File: src/rtl/bht_predictor.sv
// Branch history table of saturating counters with combinational lookup and registered update.
// Define BHT_GSHARE_EN to XOR a global history register into the lookup index (gshare); default is bimodal.
module bht_predictor #(
    parameter int ENTRIES   = 16,
    parameter int CTR_BITS  = 2,
    parameter int INDEX_LSB = 2,
    localparam int IDX_W    = $clog2(ENTRIES)
) (
    input  logic             clk,
    input  logic             rst_n,
    input  logic             lookup_en,
    input  logic [31:0]      lookup_pc,
    input  logic [31:0]      offset,
    output logic [31:0]      branch_addr,
    output logic             prediction,
    output logic [IDX_W-1:0] pred_idx,
    input  logic             update_en,
    input  logic [IDX_W-1:0] update_idx,
    input  logic             update_taken,
    input  logic             update_pred,
    output logic [15:0]      mispredict_cnt
);

    // Weakly not-taken: MSB clear, all lower bits set.
    localparam logic [CTR_BITS-1:0] CTR_RST = (CTR_BITS == 1) ? '0 :
                                              CTR_BITS'((1 << (CTR_BITS - 1)) - 1);
    localparam logic [CTR_BITS-1:0] CTR_MAX = '1;

    logic [CTR_BITS-1:0] ctr_reg [ENTRIES];
    logic [CTR_BITS-1:0] ctr_cur;
    logic [CTR_BITS-1:0] ctr_next;
    logic [15:0]         mis_reg;
    logic [IDX_W-1:0]    pc_slice;

    assign branch_addr = lookup_pc + offset;
    assign pc_slice    = lookup_pc[INDEX_LSB +: IDX_W];

`ifdef BHT_GSHARE_EN
    logic [IDX_W-1:0] ghr_reg;

    always_ff @(posedge clk or negedge rst_n) begin
        if (!rst_n) begin
            ghr_reg <= '0;
        end else if (update_en) begin
            ghr_reg <= {ghr_reg[IDX_W-2:0], update_taken};
        end
    end

    assign pred_idx = pc_slice ^ ghr_reg;
`else
    assign pred_idx = pc_slice;
`endif

    // Lookup reads the pre-update table; there is deliberately no bypass from the update port.
    assign prediction = lookup_en & rst_n & ctr_reg[pred_idx][CTR_BITS-1];

    assign ctr_cur = ctr_reg[update_idx];

    always_comb begin
        ctr_next = ctr_cur;
        if (update_taken) begin
            if (ctr_cur != CTR_MAX) ctr_next = ctr_cur + 1'b1;
        end else begin
            if (ctr_cur != '0) ctr_next = ctr_cur - 1'b1;
        end
    end

    always_ff @(posedge clk or negedge rst_n) begin
        if (!rst_n) begin
            for (int i = 0; i < ENTRIES; i++) ctr_reg[i] <= CTR_RST;
        end else if (update_en) begin
            for (int i = 0; i < ENTRIES; i++) begin
                if (update_idx == IDX_W'(i)) ctr_reg[i] <= ctr_next;
            end
        end
    end

    always_ff @(posedge clk or negedge rst_n) begin
        if (!rst_n) begin
            mis_reg <= '0;
        end else if (update_en && (update_taken != update_pred) && (mis_reg != 16'hFFFF)) begin
            mis_reg <= mis_reg + 16'd1;
        end
    end

    assign mispredict_cnt = mis_reg;

endmodule

File: config.mk
export PLATFORM = sky130hd
export DESIGN_NAME = bht_predictor
export DESIGN_NICKNAME = d
export VERILOG_FILES = /design/src/rtl/bht_predictor.sv
export SDC_FILE = /design/constraint.sdc
export NUM_CORES = 1
export LEC_CHECK = 0
export BUFFER_PORTS_ARGS = -buffer_cell sky130_fd_sc_hd__buf_2
export CORE_ASPECT_RATIO = 0.9
export CORE_MARGIN = 10
export CORE_UTILIZATION = 54
export CTS_BUF_LIST = sky130_fd_sc_hd__clkbuf_2
export CTS_CLUSTER_DIAMETER = 30
export CTS_CLUSTER_SIZE = 40
export DETAILED_ROUTE_END_ITERATION = 10
export PLACE_DENSITY = 0.8
export RECOVER_POWER = 25
export SETUP_SLACK_MARGIN = 0.3
export SYNTH_ARGS = -nofsm -noshare
export SYNTH_HDL_FRONTEND = slang
export SYNTH_SLANG_ARGS = --single-unit
File: constraint.sdc
create_clock -name clk -period 4.3 [get_ports clk]
set_input_delay 0.86 -clock clk [delete_from_list [all_inputs] [get_ports clk]]
set_output_delay 0.86 -clock clk [all_outputs]
set_load 0.1 [all_outputs]
==> results of run 1 <==
[cell families (layout without fill, tap and decap cells)]
family / Yosys count / count (layout)
multiplexers: 32 / 32
AO/OA/AOI/OAI: 140 / 140
other: 0 / 1
XOR/XNOR: 43 / 43
flip-flops: 48 / 48
AND/OR/NAND/NOR: 138 / 138
adder cells (fa/ha/maj): 34 / 34
buffers and inverters: 30 / 166
[layer usage]
metal	GRT usage, %	vias up	routed length [um]
li1	-	2027	-
met1	25.6	2068	5240
met2	35.8	171	6650
met3	4.52	30	1040
met4	5.99	0	325
met5	0	-	0
[repair_timing]
action	in CTS	in global routing
pin swaps	11	7
setup buffers	3	4
resized for setup	19	18
setup endpoints to repair	11	15
[path summary, 6_finish.rpt]
kind | to | slack (ps) | cells after the start
max reg2reg | ctr_reg[23]$_DFFE_PN0P_ | 1810 | 6
max in group asynchronous | ctr_reg[5]$_DFFE_PN0P_ | 1630 | 2
min reg2reg | mispredict_cnt[4]$_DFFE_PN0P_ | 500 | 1
max | branch_addr[26] | 260 | 12
min in group asynchronous | mispredict_cnt[8]$_DFFE_PN0P_ | 1290 | 2
min | mispredict_cnt[4]$_DFFE_PN0P_ | 500 | 1
[cell type report]
class                           count  area share [%]
Antenna cell                        1          0.0430
Tap cell                           96            2.06
Sequential cell                    48            21.0
Timing Repair Buffer              150            18.3
Clock buffer                        7           0.602
Clock inverter                      1          0.0859
Inverter                            8           0.516
Multi-Input combinational cell    387            57.4
[Yosys cell counts, types with 3 or more instances]
library cell / number
a21oi_1: 45
nand2_1: 38
nor2_1: 36
dfrtp_1: 32
ha_1: 32
xnor2_1: 27
o21ai_0: 21
mux2_2: 17
dfstp_2: 16
xor2_1: 16
a21o_1: 15
clkbuf_1: 13
and3_1: 12
nand4_1: 12
a211oi_1: 9
nor3_1: 8
o211ai_1: 8
inv_1: 7
mux4_1: 7
nand3_1: 7
mux4_2: 6
and2_1: 5
a2111oi_0: 4
a31oi_1: 4
buf_4: 4
nor4_1: 4
a221o_1: 3
a22o_1: 3
buf_6: 3
nor2b_1: 3
o21a_1: 3
o21bai_1: 3
or3_1: 3
[through the flow]
| step | setup WS [ps] | hold WS [ps] |
|---|---|---|
| 2_1_floorplan | -36.6 | 458 |
| 3_3_place_gp | -9.94 | 473 |
| 3_5_place_dp | -95.7 | 473 |
| 4_1_cts | 251 | 502 |
| 5_1_grt | 168 | 542 |
| 6_report | 260 | 502 |
[power breakdown]
| group | internal, uW | leakage, uW | switching (uW) | total [uW] |
|---|---|---|---|---|
| clock | 44.3 | 0.0000330 | 136 | 180 |
| sequential | 639 | 0.000574 | 107 | 746 |
| combinational | 585 | 0.00211 | 1190 | 1780 |
| total | 1270 | 0.00271 | 1430 | 2700 |
[worst max-delay path: stages]
cell	delay [ps]
buf_6	100
ha_4	150
fa_2	330
a21o_1	190
a221o_1	360
a211oi_2	200
buf_4	160
a21oi_4	70
a2111oi_4	320
buf_4	180
a311oi_4	40
buf_12	200
==> reports/summary.log, run 1 <==
INFO  synthesis      synth_area_leader_cell=dfrtp_1
INFO  place          postPlaceCellArea=5560um^2
INFO  synthesis      synthCells=465
INFO  sta            total_count_of_max_transition_violations_in_the_final_report=49
INFO  place          final_hpwl_dp=10,500um
INFO  clocking       cts_buffer_depth=2
INFO  cells_and_area layout.cells.most_common=buf_2
INFO  clocking       cts.clk_slew.worst_paths=240ps
INFO  synthesis      synth-edff-count=0
INFO  global_routing globalRouteTotalUtil=20.9%
INFO  power_and_ir_drop power.total=2700uW
INFO  critical_path  critical_path_peak_fanout=2
INFO  synthesis      synth_sequential_area_ratio=28.3%
INFO  place          port_bufs=126
INFO  synthesis      synth.lib_cells_used.distinct=59
INFO  routing        detail_route.first_pass.iterations=4
INFO  synthesis      synth_warnings=0
INFO  synthesis      yosys.area_share.simple=15.6%
INFO  synthesis      postSynthAreaPerCell=9.29um^2
INFO  floorplan      die_w=114um
INFO  synthesis      synth-compound-area-share=21.6%
INFO  routing        routed_wl=13,300um
INFO  cells_and_area finish.cell_count_without_fillers=698
INFO  routing        drt-initial-drc-count=234
INFO  clocking       insertion_delay=440ps
INFO  critical_path  worstReg2RegStart=ctr_reg[29]$_DFFE_PN0P_
INFO  clocking       numClockSinks=48
INFO  synthesis      synthesis.area=4320um^2
INFO  sta            clock.fmax=0.248GHz
INFO  global_routing grt-ovfl-total=0
INFO  global_routing grt_antenna_before_repair=1
INFO  sta            setup_viol=0
INFO  routing        post_drt_via_cell_ratio=6.15
INFO  synthesis      postSynthRegisterBits=48
INFO  power_and_ir_drop power.ir.vdd_worst=0.316mV
INFO  routing        detail-route-antenna-nets=0
INFO  global_routing global_route_wire_length_before_repair=21,300um
INFO  synthesis      synth_xor_area_share=8.72%
INFO  cells_and_area area_used_by_multi_input_combinational_logic=3340um^2
INFO  cells_and_area register_area=1220um^2
INFO  clocking       cts-htree-levels=2
INFO  synthesis      number_of_nets_in_the_synthesized_netlist=572
INFO  synthesis      synth_top_area_share=18.5%
INFO  sta            layout_worst_path_cycle_share=94.0%
INFO  cells_and_area area_delta_synth_final=34.8%
INFO  run            timing.max_cap.violations=1
INFO  sta            worstMarginPinSlew=2420ps
INFO  global_routing grt_pass1_vias=4,285
INFO  critical_path  timing.critical_path.from_type=primary input
INFO  cells_and_area num-fill-cells=531
INFO  power_and_ir_drop cellLeakagePower=0.00271uW
INFO  synthesis      post_synth_main_area_contributors=dfrtp_1 19%, dfstp_2 9.7%, ha_1 9.3%, xnor2_1 5.5%, a21oi_1 5.2%
INFO  critical_path  criticalPathCategory=primary input to output port
INFO  global_routing largest_net_degree_at_the_start_of_global_routing=49
INFO  floorplan      floorplan.initialDensity=56.4%
INFO  place          dp.cells=682
INFO  routing        route.detailed.drc=0
INFO  run_status     failed_checks=capacitance limit, slew limit
INFO  floorplan      dieArea=12,000um^2
INFO  run_status     status=finished, violations left
INFO  cells_and_area fraction_of_layout_cells_with_a_size_suffix_above_1=41.3%
INFO  synthesis      yosys.area_share.adder=9.99%
INFO  clocking       cts_hold_repair_buffers=0
INFO  floorplan      top_level_ports=127
INFO  sta            clock_skew=30.6ps
INFO  critical_path  cp-startpoint=offset[0]
INFO  critical_path  timing.critical_path.to_type=output port
INFO  place          place.gp.congestion=0.974
INFO  routing        vias=4,296
INFO  hold_path      hold_path.class=flop to flop
INFO  sta            rsz_0062_raised_after_global_routing=yes
INFO  clocking       clock-root-buffer=clkbuf_2
INFO  floorplan      core_area=7660um^2
INFO  hold_path      hold_start=mispredict_cnt[4]$_DFFE_PN0P_
INFO  cells_and_area largest_register_ffs=32
INFO  clocking       numCtsBuffers=5
INFO  routing        route.detailed.wl_per_inst=19.0um
INFO  floorplan      die_outline_height=105um
INFO  sta            hold_viol_final=0
INFO  sta            post-route-min-period=4040ps
INFO  cells_and_area layout_common_cells=105 x buf_2, 38 x nand2_1, 38 x a21oi_1
INFO  cells_and_area final_core_utilization=76.0%
INFO  cells_and_area final_net_count=707
INFO  power_and_ir_drop power.density=464nW/um^2
INFO  floorplan      floorplan.rows=30
INFO  critical_path  critPathArrivalTime=3180ps
INFO  critical_path  worst-endpoint-required=3440ps
INFO  synthesis      synthMuxAreaShare=12.3%
INFO  synthesis      asyncSetResetFlopFracSynth=100%
INFO  synthesis      yosys_most_used_dff=dfrtp_1
INFO  clocking       cts_tree=built
INFO  cells_and_area postLayoutCellArea=5820um^2
INFO  synthesis      main_combinational_cell_family_by_area_after_synthesis=compound AO/OA/AOI/OAI gates
INFO  sta            timing.max_slew.rel_slack=-61.7%
INFO  sta            setup-tns-final=0ps
Note: power is estimated with default switching activity, not from simulation.
==> inputs of run 2 (changes only) <==
--- a/config.mk
+++ b/config.mk
@@ -15,6 +15,7 @@
 export DETAILED_ROUTE_END_ITERATION = 10
 export PLACE_DENSITY = 0.8
 export RECOVER_POWER = 25
+export REMOVE_ABC_BUFFERS = 1
 export SETUP_SLACK_MARGIN = 0.3
 export SYNTH_ARGS = -nofsm -noshare
 export SYNTH_HDL_FRONTEND = slang
==> run 2 against run 1 <==
  * The run still ends with capacitance limit, slew limit left
  * Sequential share of layout area grew 0.60 points
  * Critical path depth shrank 1
  * Clock-buffer cell count shrank 2
  * Register-to-register slack lost 20 ps
  * Utilization shrank 2.1 points
  * First-iteration DRC count grew 19%
  * Clock skew shrank 13 ps
  * Cell area shrank 2.8%
  * Via count grew 1.7%
  * Clock power is essentially flat
  * Power shrank 1.4%
  * Highest routed layer unchanged
==> reports/summary.log, run 2 (same netlist as run 1, synthesis figures left out) <==
INFO  place          final_hpwl_dp=10,400um [-0.52%]
INFO  clocking       numClockSinks=48 [unchanged]
INFO  sta            worstMarginPinSlew=2440ps [+18.1 ps]
INFO  routing        routed_wl=13,400um [+1.2%]
INFO  clocking       clock-root-buffer=clkbuf_2
INFO  global_routing grt_pass1_vias=4,378 [+2.2%]
INFO  sta            hold_viol_final=0 [unchanged]
INFO  cells_and_area layout_common_cells=105 x buf_2, 38 x nand2_1, 38 x a21oi_1
INFO  sta            total_count_of_max_transition_violations_in_the_final_report=49 [unchanged]
INFO  clocking       cts_buffer_depth=2 [unchanged]
INFO  routing        detail-route-antenna-nets=0 [unchanged]
INFO  global_routing largest_net_degree_at_the_start_of_global_routing=49 [unchanged]
INFO  hold_path      hold_path.class=flop to flop
INFO  critical_path  timing.critical_path.from_type=primary input
INFO  global_routing met2_usage=35.0% [-0.85 points]
INFO  floorplan      top_level_ports=127 [unchanged]
INFO  critical_path  worst-endpoint-required=3440ps [about the same]
INFO  cells_and_area fraction_of_layout_cells_with_a_size_suffix_above_1=38.3% [-3.0 points]
INFO  run_status     status=finished, violations left
INFO  routing        vias=4,371 [+1.7%]
INFO  power_and_ir_drop power.internal=1250uW [-1.8%]
INFO  sta            setup-tns-final=0ps [unchanged]
INFO  clocking       numCtsBuffers=5 [unchanged]
INFO  power_and_ir_drop combinational_share_of_power=65.3% [-0.4 points]
INFO  power_and_ir_drop p_sw_share=53.2% [+0.19 points]
INFO  cells_and_area largest_register_ffs=32 [unchanged]
INFO  cells_and_area layout.cells.most_common=buf_2
INFO  power_and_ir_drop power.ir.vdd_worst=0.764mV [+140%]
INFO  run_status     failed_checks=capacitance limit, slew limit
INFO  global_routing grt_antenna_before_repair=0 [-1]
INFO  cells_and_area register_area=1220um^2 [unchanged]
INFO  critical_path  timing.critical_path.to_type=output port
INFO  global_routing globalRouteTotalUtil=21.3% [+0.44 points]
INFO  cells_and_area antenna-diode-count=0 [-1]
INFO  routing        detail_route.first_pass.iterations=5 [+1]
INFO  sta            clock_skew=17.9ps [-12.7 ps]
INFO  routing        post_drt_via_cell_ratio=6.27 [+1.9%]
INFO  floorplan      die_outline_height=105um [unchanged]
INFO  clocking       cts_tree=built
INFO  power_and_ir_drop cellLeakagePower=0.00264uW [-2.8%]
INFO  cells_and_area final_net_count=707 [unchanged]
INFO  cells_and_area num-fill-cells=544 [+2.4%]
INFO  floorplan      die_w=114um [unchanged]
INFO  critical_path  critPathArrivalTime=3130ps [-50 ps]
INFO  floorplan      dieArea=12,000um^2 [unchanged]
INFO  clocking       cts_hold_repair_buffers=0 [unchanged]
INFO  clocking       cts.clk_slew.worst_paths=240ps [about the same]
INFO  sta            timing.max_slew.rel_slack=-62.9% [-1.2 points]
INFO  power_and_ir_drop power.total=2660uW [-1.4%]
INFO  place          pre_cts_ws=15.4ps [+111 ps]
INFO  sta            final.hold.worst_slack=514ps [+12.1 ps]
INFO  floorplan      core_area=7660um^2 [unchanged]
INFO  power_and_ir_drop power_switching=1420uW [-1.1%]
INFO  routing        route.detailed.wl_per_inst=19.2um [+1.4%]
INFO  power_and_ir_drop clockPowerShare=6.9% [+0.2 points]
INFO  routing        route.detailed.drc=0 [unchanged]
INFO  cells_and_area area_delta_synth_final=31.1%
INFO  power_and_ir_drop share_seq_of_total_power=27.8% [+0.2 points]
INFO  routing        drt-initial-drc-count=279 [+19%]
INFO  global_routing global_route_wire_length_before_repair=21,800um [+2.0%]
INFO  critical_path  critical_path_peak_fanout=3 [+1]
INFO  global_routing grt-ovfl-total=0 [unchanged]
INFO  global_routing global_route.usage.met3=5.03% [+0.51 points]
INFO  place          port_bufs=126 [unchanged]
INFO  floorplan      floorplan.initialDensity=56.4% [unchanged]
INFO  sta            post-route-min-period=3990ps [-50.2 ps]
INFO  sta            rsz_0062_raised_after_global_routing=yes
INFO  place          place.gp.congestion=0.935 [-4.1%]
INFO  sta            layout_worst_path_cycle_share=92.8% [-1.2 points]
INFO  power_and_ir_drop power.density=470nW/um^2 [+1.4%]
INFO  sta            clock.fmax=0.251GHz [+1.3%]
INFO  critical_path  criticalPathCategory=primary input to output port
INFO  clocking       insertion_delay=430ps [about the same]
INFO  cells_and_area area_used_by_multi_input_combinational_logic=3150um^2 [-5.7%]
INFO  clocking       cts-htree-levels=2 [unchanged]
INFO  sta            setup_slack=310ps [+50.2 ps]
INFO  global_routing groute.layer.met1.usage=26.6% [+1.1 points]
INFO  sta            setup_viol=0 [unchanged]
INFO  cells_and_area final_core_utilization=73.9% [-2.1 points]
INFO  run            timing.max_cap.violations=1 [unchanged]
INFO  floorplan      floorplan.rows=30 [unchanged]
INFO  global_routing global_route.peak_usage_layer=met2
run 2: final timing paths:
check	from	to	slack [ps]	depth (start not counted)
min in group asynchronous	rst_n	mispredict_cnt[0]$_DFFE_PN0P_	1360	2
setup / recovery	lookup_pc[0]	branch_addr[15]	310	11
setup reg to reg	ctr_reg[27]$_DFFE_PN0P_	ctr_reg[23]$_DFFE_PN0P_	1790	6
hold / removal	mispredict_cnt[4]$_DFFE_PN0P_	mispredict_cnt[4]$_DFFE_PN0P_	510	1
hold reg to reg	mispredict_cnt[4]$_DFFE_PN0P_	mispredict_cnt[4]$_DFFE_PN0P_	510	1
max in group asynchronous	rst_n	ctr_reg[21]$_DFFE_PN0P_	1570	2
run 2: final cells by class:
class                           count  share of cell area (%)
Clock buffer                        5                   0.442
Clock inverter                      3                   0.309
Tap cell                           96                    2.12
Multi-Input combinational cell    387                    55.7
Inverter                            8                   0.531
Sequential cell                    48                    21.6
Timing Repair Buffer              150                    19.4
run 2: power groups by stage:
stage               Sequential, uW  Clock, uW  Combinational [uW]
global route                   766        210                1830
floorplan                      917          0                1030
global placement               737          0                1640
finish                         742        183                1740
detailed placement             750          0                1660
CTS                            740        189                1720
run 2: routing by layer:
layer,vias to the layer above,share of wire (%)
met5,-,0
met4,0,3.0
met3,38,8.8
met2,221,47
met1,2071,42
li1,2041,-
run 2: what timing repair did:
item,4_1_cts,5_1_grt
pin swaps,12,13
setup buffers,4,2
hold endpoints to repair,0,0
setup endpoints to repair,14,16
resized for setup,30,25
run 2: stage by stage:
| stage | cells | area, um^2 |
|---|---|---|
| 6_report | 697 | 5660 |
| 2_1_floorplan | 443 | 4200 |
| 3_5_place_dp | 683 | 5320 |
| 4_1_cts | 695 | 5570 |
| 3_3_place_gp | 683 | 5320 |
| 5_1_grt | 697 | 5660 |
run 2: worst max-delay path, cell delays in order:
cell      delay [ps]
buf_8            100
ha_4             160
buf_4            120
buf_4            130
a211oi_4         210
o211ai_1         180
a21oi_1          320
o21bai_1         180
a21oi_1          280
xnor2_1          140
buf_2            440
==> inputs of run 3 (changes only) <==
--- a/config.mk
+++ b/config.mk
@@ -16,7 +16,6 @@
 export PLACE_DENSITY = 0.8
 export RECOVER_POWER = 25
 export REMOVE_ABC_BUFFERS = 1
-export SETUP_SLACK_MARGIN = 0.3
 export SYNTH_ARGS = -nofsm -noshare
 export SYNTH_HDL_FRONTEND = slang
 export SYNTH_SLANG_ARGS = --single-unit
==> constraint.sdc (replaced) <==
create_clock -name clk -period 3.9 [get_ports clk]
set_input_delay 0.78 -clock clk [delete_from_list [all_inputs] [get_ports clk]]
set_output_delay 0.78 -clock clk [all_outputs]
set_load 0.1 [all_outputs]
==> run 3 against run 2 <==
  * The run ends with capacitance limit, slew limit, setup timing left
  * Routed wire length increased by 0.27%
  * Clock-buffer cell count unchanged
  * Sequential share of layout area decreased by 1.0 points
  * Hold slack got worse by 7.5 ps
  * Final cell count increased by 3.3%
  * Setup slack got worse by 330 ps
  * Critical path depth increased by 1
  * Flip-flop and latch count unchanged
  * Global-route usage decreased by 0.49 points
  * Clock power increased by 84%
  * Sequential power increased by 9.7%
  * Clock skew increased by 28 ps
  * Highest routed layer unchanged
==> reports/summary.log, run 3 (same netlist as run 1, synthesis figures left out) <==
INFO  critical_path  worstReg2RegStart=mispredict_cnt[0]$_DFFE_PN0P_
INFO  critical_path  timing.critical_path.from_type=primary input
INFO  routing        post_drt_via_cell_ratio=6.14 [-2.0%]
INFO  cells_and_area layout_common_cells=101 x buf_2, 46 x buf_4, 40 x a21oi_1
INFO  power_and_ir_drop power.total=3150uW [+18%]
INFO  power_and_ir_drop cellLeakagePower=0.00281uW [+6.4%]
INFO  clocking       cts.clk_slew.worst_paths=250ps [about the same]
INFO  cells_and_area antenna-diode-count=0 [unchanged]
INFO  cells_and_area largest_register_ffs=32 [unchanged]
INFO  place          pre_cts_ws=-262ps [-278 ps]
INFO  place          final_hpwl_dp=10,700um [+2.5%]
INFO  sta            clock.fmax=0.255GHz
INFO  sta            hold_viol_final=0 [unchanged]
INFO  floorplan      die_outline_height=105um [unchanged]
INFO  power_and_ir_drop power.ir.vdd_worst=0.644mV [-16%]
INFO  cells_and_area num-fill-cells=500 [-8.1%]
INFO  sta            setup-tns-final=-23.8ps [-23.8 ps]
INFO  critical_path  ff2ff_setup_slack=1370ps [-420 ps]
INFO  run            timing.max_cap.violations=1 [unchanged]
INFO  sta            rsz_0062_raised_after_global_routing=yes
INFO  routing        route.detailed.drc=0 [unchanged]
INFO  critical_path  critical_path_peak_fanout=4 [+1]
INFO  floorplan      top_level_ports=127 [unchanged]
INFO  routing        drt-initial-drc-count=319 [+14%]
INFO  sta            total_count_of_max_transition_violations_in_the_final_report=49 [unchanged]
INFO  cells_and_area fraction_of_layout_cells_with_a_size_suffix_above_1=39.7% [+1.5 points]
INFO  sta            post-route-min-period=3920ps
INFO  sta            setup_viol=1 [+1]
INFO  critical_path  criticalPathCategory=primary input to output port
INFO  global_routing globalRouteTotalUtil=20.9% [-0.49 points]
INFO  floorplan      floorplan.rows=30 [unchanged]
INFO  cells_and_area final_net_count=730 [+3.3%]
INFO  global_routing grt_pass1_vias=4,325 [-1.2%]
INFO  routing        routed_wl=13,500um [+0.27%]
INFO  critical_path  crit_path_top_delay_cell=bufbuf_16
INFO  sta            final.hold.worst_slack=506ps [-7.53 ps]
INFO  clocking       cts_buffer_depth=2 [unchanged]
INFO  critical_path  critical-path-top-cell-by-count=buf_6
INFO  run_status     status=finished, violations left
INFO  clocking       cts_hold_repair_buffers=0 [unchanged]
INFO  place          port_bufs=126 [unchanged]
INFO  global_routing grt_antenna_before_repair=0 [unchanged]
INFO  cells_and_area area_delta_synth_final=37.7%
INFO  clocking       cts-htree-levels=2 [unchanged]
INFO  clocking       clock-root-buffer=clkbuf_2
INFO  floorplan      core_area=7660um^2 [unchanged]
INFO  critical_path  worst-endpoint-required=3120ps [-320 ps]
INFO  sta            worstMarginPinSlew=2450ps [+4.04 ps]
INFO  clocking       insertion_delay=450ps [+20 ps]
INFO  routing        detail-route-antenna-nets=0 [unchanged]
INFO  hold_path      hold_path.class=flop to flop
INFO  floorplan      dieArea=12,000um^2 [unchanged]
INFO  sta            clock_skew=46.3ps [+28.4 ps]
INFO  routing        vias=4,423 [+1.2%]
INFO  critical_path  critPathArrivalTime=3140ps [about the same]
INFO  global_routing global_route_wire_length_before_repair=21,300um [-2.1%]
INFO  critical_path  timing.critical_path.to_type=output port
INFO  sta            setup_slack=-23.8ps [-334 ps]
INFO  critical_path  critical_path.cell_chain=buf_6 -> ha_4 -> fa_2 -> a21o_1 -> a221o_1 -> a211oi_2 -> buf_4 -> a21oi_4 -> buf_6 -> a21oi_2 -> xnor2_1 -> bufbuf_16
INFO  floorplan      floorplan.initialDensity=56.4% [unchanged]
INFO  place          dp.cells=707 [+3.5%]
INFO  sta            layout_worst_path_cycle_share=101%
INFO  hold_path      worstHoldEndpoint=mispredict_cnt[4]$_DFFE_PN0P_
INFO  floorplan      die_w=114um [unchanged]
INFO  hold_path      hold_start=mispredict_cnt[4]$_DFFE_PN0P_
INFO  critical_path  critical_path.top_delay_family=compound AO/OA/AOI/OAI gates
INFO  critical_path  path_buf_inv=4 [unchanged]
INFO  cells_and_area finish.cell_count_without_fillers=720 [+3.3%]
INFO  critical_path  depth_of_the_worst_register_to_register_path=7 [+1]
INFO  cells_and_area layout.cells.most_common=buf_2
INFO  critical_path  slowest_delay=340ps [-100 ps]
INFO  run_status     failed_checks=capacitance limit, slew limit, setup timing
INFO  clocking       numClockSinks=48 [unchanged]
INFO  global_routing grt-ovfl-total=0 [unchanged]
INFO  hold_path      hold_depth=1 [unchanged]
INFO  sta            timing.max_slew.rel_slack=-63.1% [-0.27 points]
INFO  critical_path  capture_instance_of_the_worst_register_to_register_path=mispredict_cnt[12]$_DFFE_PN0P_
INFO  clocking       numCtsBuffers=5 [unchanged]
INFO  place          place.gp.congestion=0.960 [+2.7%]
INFO  clocking       cts_tree=built
INFO  power_and_ir_drop power.density=529nW/um^2 [+13%]
INFO  global_routing largest_net_degree_at_the_start_of_global_routing=49 [unchanged]
INFO  routing        route.detailed.wl_per_inst=18.7um [-2.9%]
INFO  routing        detail_route.first_pass.iterations=5 [unchanged]
## run 3: changes by cell type in the layout (fill, tap and decap cells not counted), moves of 2 or more
cell,change
a21oi_2,-2
bufinv_16,+2
ha_2,-2
buf_2,-4
a21oi_1,+2
buf_12,+4
buf_4,+23
ha_1,+2
## run 3: worst max-delay path by stage
stage                 startpoint         endpoint  slack (ps)  depth (start not counted)
floorplan              offset[0]  branch_addr[26]       -1800                          7
global placement       offset[0]  branch_addr[30]        -150                         12
detailed placement     offset[0]  branch_addr[26]        -260                         11
CTS                 lookup_pc[0]  branch_addr[22]         -20                         12
global route           offset[0]  branch_addr[20]        -120                         12
finish              lookup_pc[0]  branch_addr[20]         -20                         12
## run 3: layout make-up
class                           instances  area, um^2  area share, %
Clock buffer                            5        25.0          0.421
Clock inverter                          3        68.8           1.16
Inverter                                8        30.0          0.505
Multi-Input combinational cell        387        3120           52.5
Sequential cell                        48        1220           20.5
Tap cell                               96         120           2.02
Timing Repair Buffer                  173        1360           22.8
## run 3: what timing repair did
| item | CTS | global route |
|---|---|---|
| buffers inserted | 3 | 2 |
| pin swaps | 9 | 15 |
| gates resized for setup | 21 | 26 |
| endpoints found under the setup margin | 10 | 13 |
| hold endpoints to repair | 0 | 0 |
## run 3: layer usage
layer  share of wire [%]  wire [um]  GRT usage [%]
met5                   0          0              0
met4                 1.4        187           3.94
met3                 9.0       1220           4.52
met2                  48       6450           35.0
met1                  42       5590           26.9
## run 3: metrics by stage
stage	instance area, um^2	utilization (%)
floorplan	4200	-
global placement	5580	72.8
detailed placement	5580	72.8
CTS	5800	75.8
global route	5950	77.6
finish	5950	77.6
## run 3: power by group
| group | switching, uW | leakage [uW] | total [uW] | internal [uW] |
|---|---|---|---|---|
| clock | 162 | 0.0000536 | 337 | 175 |
| combinational | 1300 | 0.00218 | 2000 | 696 |
| sequential | 109 | 0.000574 | 814 | 705 |
| total | 1570 | 0.00281 | 3150 | 1580 |
